File: config.mk
export PLATFORM = sky130hd
export DESIGN_NAME = pipe_stage_elastic_flat
export DESIGN_NICKNAME = d
export VERILOG_FILES = /design/src/rtl/pipe_stage_elastic_if.sv /design/src/rtl/pipe_stage_elastic.sv /design/src/flat_wrapper.sv
export SDC_FILE = /design/constraint.sdc
export NUM_CORES = 1
export LEC_CHECK = 0
export ABC_AREA = 1
export CORE_UTILIZATION = 48
export DETAILED_ROUTE_END_ITERATION = 10
export PLACE_DENSITY = 0.85
export REMOVE_ABC_BUFFERS = 1
export SLEW_MARGIN = 20
export SYNTH_ARGS = -nofsm -noshare
export SYNTH_HDL_FRONTEND = slang
export SYNTH_SLANG_ARGS = --single-unit
File: constraint.sdc
create_clock -name clk -period 7.6 [get_ports clk]
set_input_delay 1.14 -clock clk [delete_from_list [all_inputs] [get_ports clk]]
set_output_delay 1.14 -clock clk [all_outputs]
set_load 0.1 [all_outputs]
File: src/rtl/pipe_stage_elastic_if.sv
// pipe_stage_elastic_if: valid/ready/data channel; master drives valid+data, slave drives ready
interface pipe_stage_elastic_if #(
  parameter int WIDTH = 158
);
  logic             valid;
  logic             ready;
  logic [WIDTH-1:0] data;
  modport master (output valid, output data, input ready);
  modport slave  (input valid, input data, output ready);
endinterface

File: src/rtl/pipe_stage_elastic.sv
// pipe_stage_elastic: DEPTH-deep elastic pipeline latch with valid/ready stall, bubble collapse, flush and occupancy count; ports clk, clr (async reset), flush, prod (in_valid/in_ready/in_data), cons (out_valid/out_ready/out_data), count
module pipe_stage_elastic #(
  parameter int WIDTH       = 158,
  parameter int DEPTH       = 1,
  parameter bit ZERO_BUBBLE = 1'b1,
  parameter int CW          = $clog2(DEPTH + 1)
) (
  input  logic                 clk,
  input  logic                 clr,
  input  logic                 flush,
  pipe_stage_elastic_if.slave  prod,
  pipe_stage_elastic_if.master cons,
  output logic [CW-1:0]        count
);
  logic [DEPTH-1:0]            v, nv, rdy;
  logic [DEPTH-1:0][WIDTH-1:0] d, nd;
  logic [DEPTH:0]              sv;
  logic [DEPTH:0][WIDTH-1:0]   sd;
  logic [CW-1:0]               nc;
  assign sv = {v, prod.valid};
  assign sd = {d, prod.data};
  assign prod.ready = rdy[0] & ~flush;
  assign cons.valid = v[DEPTH-1];
  assign cons.data  = v[DEPTH-1] || !ZERO_BUBBLE ? d[DEPTH-1] : '0;
  always_comb begin
    logic go;
    rdy = '0;
    nv  = '0;
    nd  = '0;
    nc  = '0;
    go  = cons.ready;
    for (int j = DEPTH - 1; j >= 0; j--) begin
      go     = go | ~v[j];
      rdy[j] = go;
      nv[j]  = !flush && (go ? sv[j] : v[j]);
      nd[j]  = flush ? '0 : go ? sd[j] : d[j];
      nc     = nc + CW'(nv[j]);
    end
  end
  always_ff @(posedge clk or posedge clr)
    if (clr) begin
      v     <= '0;
      d     <= '0;
      count <= '0;
    end else begin
      v     <= nv;
      d     <= nd;
      count <= nc;
    end
endmodule

File: src/flat_wrapper.sv
// flat-port wrapper written by rule: the top's interface ports become plain ports
module pipe_stage_elastic_flat 
#(
  parameter int WIDTH       = 158,
  parameter int DEPTH       = 1,
  parameter bit ZERO_BUBBLE = 1'b1,
  parameter int CW          = $clog2(DEPTH + 1)
)
  (clk, clr, flush, count, prod_valid, prod_data, prod_ready, cons_valid, cons_data, cons_ready);
  pipe_stage_elastic_if #(.WIDTH(WIDTH)) prod_i ();
  pipe_stage_elastic_if #(.WIDTH(WIDTH)) cons_i ();
  input  logic clk;
  input  logic clr;
  input  logic flush;
  output logic [CW-1:0] count;
  input wire logic [$bits(prod_i.valid)-1:0] prod_valid;
  input wire logic [$bits(prod_i.data)-1:0] prod_data;
  output wire logic [$bits(prod_i.ready)-1:0] prod_ready;
  output wire logic [$bits(cons_i.valid)-1:0] cons_valid;
  output wire logic [$bits(cons_i.data)-1:0] cons_data;
  input wire logic [$bits(cons_i.ready)-1:0] cons_ready;
  assign prod_i.valid = prod_valid;
  assign prod_i.data = prod_data;
  assign prod_ready = prod_i.ready;
  assign cons_valid = cons_i.valid;
  assign cons_data = cons_i.data;
  assign cons_i.ready = cons_ready;
  pipe_stage_elastic #(.WIDTH(WIDTH), .DEPTH(DEPTH), .ZERO_BUBBLE(ZERO_BUBBLE), .CW(CW)) u_core (.clk(clk), .clr(clr), .flush(flush), .prod(prod_i), .cons(cons_i), .count(count));
endmodule
==> impl_metrics.csv <==
group,metric,value,unit
run_status,status,"completed",
pwr,power_density,208,nW/um2
timing,worst_slack,3.14,ns
pwr,p_sw,0.796,mW
cells_and_area,fin_area,11800,um2
timing,whs,0.522,ns
placement,dp_cells,1506,
placement,place.port_buffers,323,
synth,synth_top_cells_by_area,"dfrtp_1 49%, nand2_1 15%, nand4_1 12%",
flow_run,drv_cap,0,
clock_tree,root_buffer,"clkbuf_16",
placement,dpl_worst_slack,3.19,ns
synth,yosys_register_bits,159,
pwr,leakage,6.55,nW
critical_path,startpoint,"u_core.cons.valid",
synth,yosysSeqAreaShare,0.488,
critical_path,critical_path_class,"reg2out",
clock_tree,cts_resized,0,
timing,max_freq,224,MHz
floorplanning,chipWidth,132,um
synth,synth-compound-area-share,0.00123,
synth,synth_adder_area_share,0,
pwr,p_int,1.66,mW
critical_path,r2r_cells,5,
floorplanning,initial_utilization,0.492,
placement,gp_congestion,0.855,
placement,dpl.hpwl,14400,um
critical_path,worstSetupStartpointType,"flip-flop",
drt,met1_length,9320,um
global_routing,grt_start_max_net_pins,192,
drt,route.met2.wl,11100,um
global_routing,grt_pass1_wl,37200,um
timing,fin_tns_setup,0,ns
cells_and_area,fin_cells,1538,
floorplanning,rows,47,
pwr,p_comb_frac,0.233,
pwr,swShare,0.324,
clock_tree,cts_buffers,17,
hold_path,whs_path_depth,2,
hold_path,min_path_type,"reg2reg",
timing,finalHoldViolCount,0,
drt,dr_wl_met3,1900,um
floorplanning,core_area,16600,um2
pwr,power,2.45,mW
hold_path,min_from,"u_core.d[86]",
drt,drt_iter0_markers,698,
timing,max_slew_margin,0.293,
critical_path,required,6.46,ns
timing,rsz0062_at_grt,"false",
floorplanning,io_pins,324,
cells_and_area,final_common_cell,"clkdlybuf4s50_1",
synth,syn_area_per_cell,7.69,um2
global_routing,antenna_found_initial,1,
global_routing,grt_pass1_vias,7427,
synth,synth_area,8150,um2
critical_path,worstPathMaxFanout,191,
drt,antenna_left,0,
clock_tree,cts.clk_slew.worst_paths,0.06,ns
global_routing,grt_remaining_overflow,0,
pwr,power_frac_seq,0.382,
clock_tree,clk_latency,0.43,ns
critical_path,end_kind,"primary output",
synth,synthXorXnorAreaFrac,0,
clock_tree,cts_htree_levels,4,
drt,vias,8154,
drt,wire_per_inst,15.1,um
clock_tree,cts_hold_buf,0,
clock_tree,cts_sinks,159,
global_routing,track_usage,0.265,
synth,synth_cell_types,14,
critical_path,ff2ff_setup_slack,4.43,ns
timing,post-route-period-util,0.586,
cells_and_area,nets,1468,
drt,via_per_inst,5.30,
clock_tree,cts_tree,"done",
critical_path,r2r-end,"u_core.d[33]",
cells_and_area,fill_cells,1347,
synth,synth_mux_area_frac,0,
floorplanning,dieArea,17500,um2
cells_and_area,area_delta_synth_final,44.9,%
placement,place_area,11200,um2
critical_path,crit_arrival,3.32,ns
cells_and_area,diodes,0,
pwr,ir_worst_vdd,0.000148,V
synth,synthSimpleGateAreaFrac,0.365,
drt,firstDrtPassIters,6,
floorplanning,die_h,132,um
synth,yosys_warnings,0,
cells_and_area,drive_above_1_share,0.0311,
cells_and_area,layout_common_cells,"323 x clkdlybuf4s50_1, 317 x nand2_1",
hold_path,min_to,"u_core.d[86]",
critical_path,r2r-start,"u_core.cons.valid",
clock_tree,cts_buffer_depth,2,
clock_tree,postCtsSetupRepairBufs,0,
timing,slew_viol_final,0,
timing,setup_viol,0,
synth,synth_top_area_share,0.488,
drt,drcViolationCount,0,
synth,synth_top_family_by_area,"simple AND/OR/NAND/NOR gates",
pwr,clockPowerShare,0.385,
synth,synthCells,1061,
synth,yosys.area.top_type,"dfrtp_1",
drt,highest_layer,"met5",
timing,worst_slew_pin_slew,1.06,ns
timing,finClkSkew,0.00954,ns
drt,wl,23200,um
cells_and_area,post-route-util,0.712,
timing,fin_crit,4.46,ns
power by group through the flow:
stage                     sequential, mW  combinational (mW)  clock [mW]
final                              0.937               0.571       0.944
after global routing               0.944               0.606       0.987
after CTS                          0.936               0.574       0.955
after detailed placement           0.950               0.572           0
after global placement             0.949               0.566           0
after floorplan                    0.965               0.369           0
worst max path at each step:
| stage | end | slack, ns |
|---|---|---|
| 6_report | cons_data[14] | 3.14 |
| 5_1_grt | cons_data[141] | 3.02 |
| 4_1_cts | prod_ready | 3.19 |
| 3_5_place_dp | prod_ready | 3.19 |
| 3_3_place_gp | prod_ready | 3.17 |
| 2_1_floorplan | prod_ready | -2.83 |
layout make-up:
type,instances,area (um2),area share
tap,220,275,0.0233
inverter,161,619,0.0524
multi-input combinational,636,2990,0.253
timing repair buffer,330,3300,0.279
clock buffer,20,437,0.0370
sequential,159,3980,0.337
clock inverter,12,209,0.0177
kinds of logic (layout without fill, tap and decap cells):
group	after synthesis	count (layout)
buf+inv	266	523
compound gates	2	2
flops	159	159
simple gates	634	634
sequential cells by signal (all words and copies together) (netlist names):
register and flops:
u_core.d 158, u_core.cons.valid 1
cell usage after synthesis, drive strengths merged:
| library cell | number |
|---|---|
| buf | 101 |
| nand2 | 318 |
| nand3 | 158 |
| dfrtp | 159 |
| inv | 161 |
| a21oi | 1 |
| clkbuf | 4 |
| o21ai | 1 |
| nand4 | 158 |
layer usage:
metal,vias up,GRT usage
met5,-,0
met4,2,0.126
met3,65,0.0719
met2,376,0.418
met1,3803,0.340
li1,3908,-
critical path, stage by stage, from the launching register on:
cell	delay, ns
dfrtp_4	0.75
buf_12	0.53
nand2_1	0.14
inv_1	0.12
clkdlybuf4s50_1	1.13
Note: power is estimated with default switching activity, not from simulation.
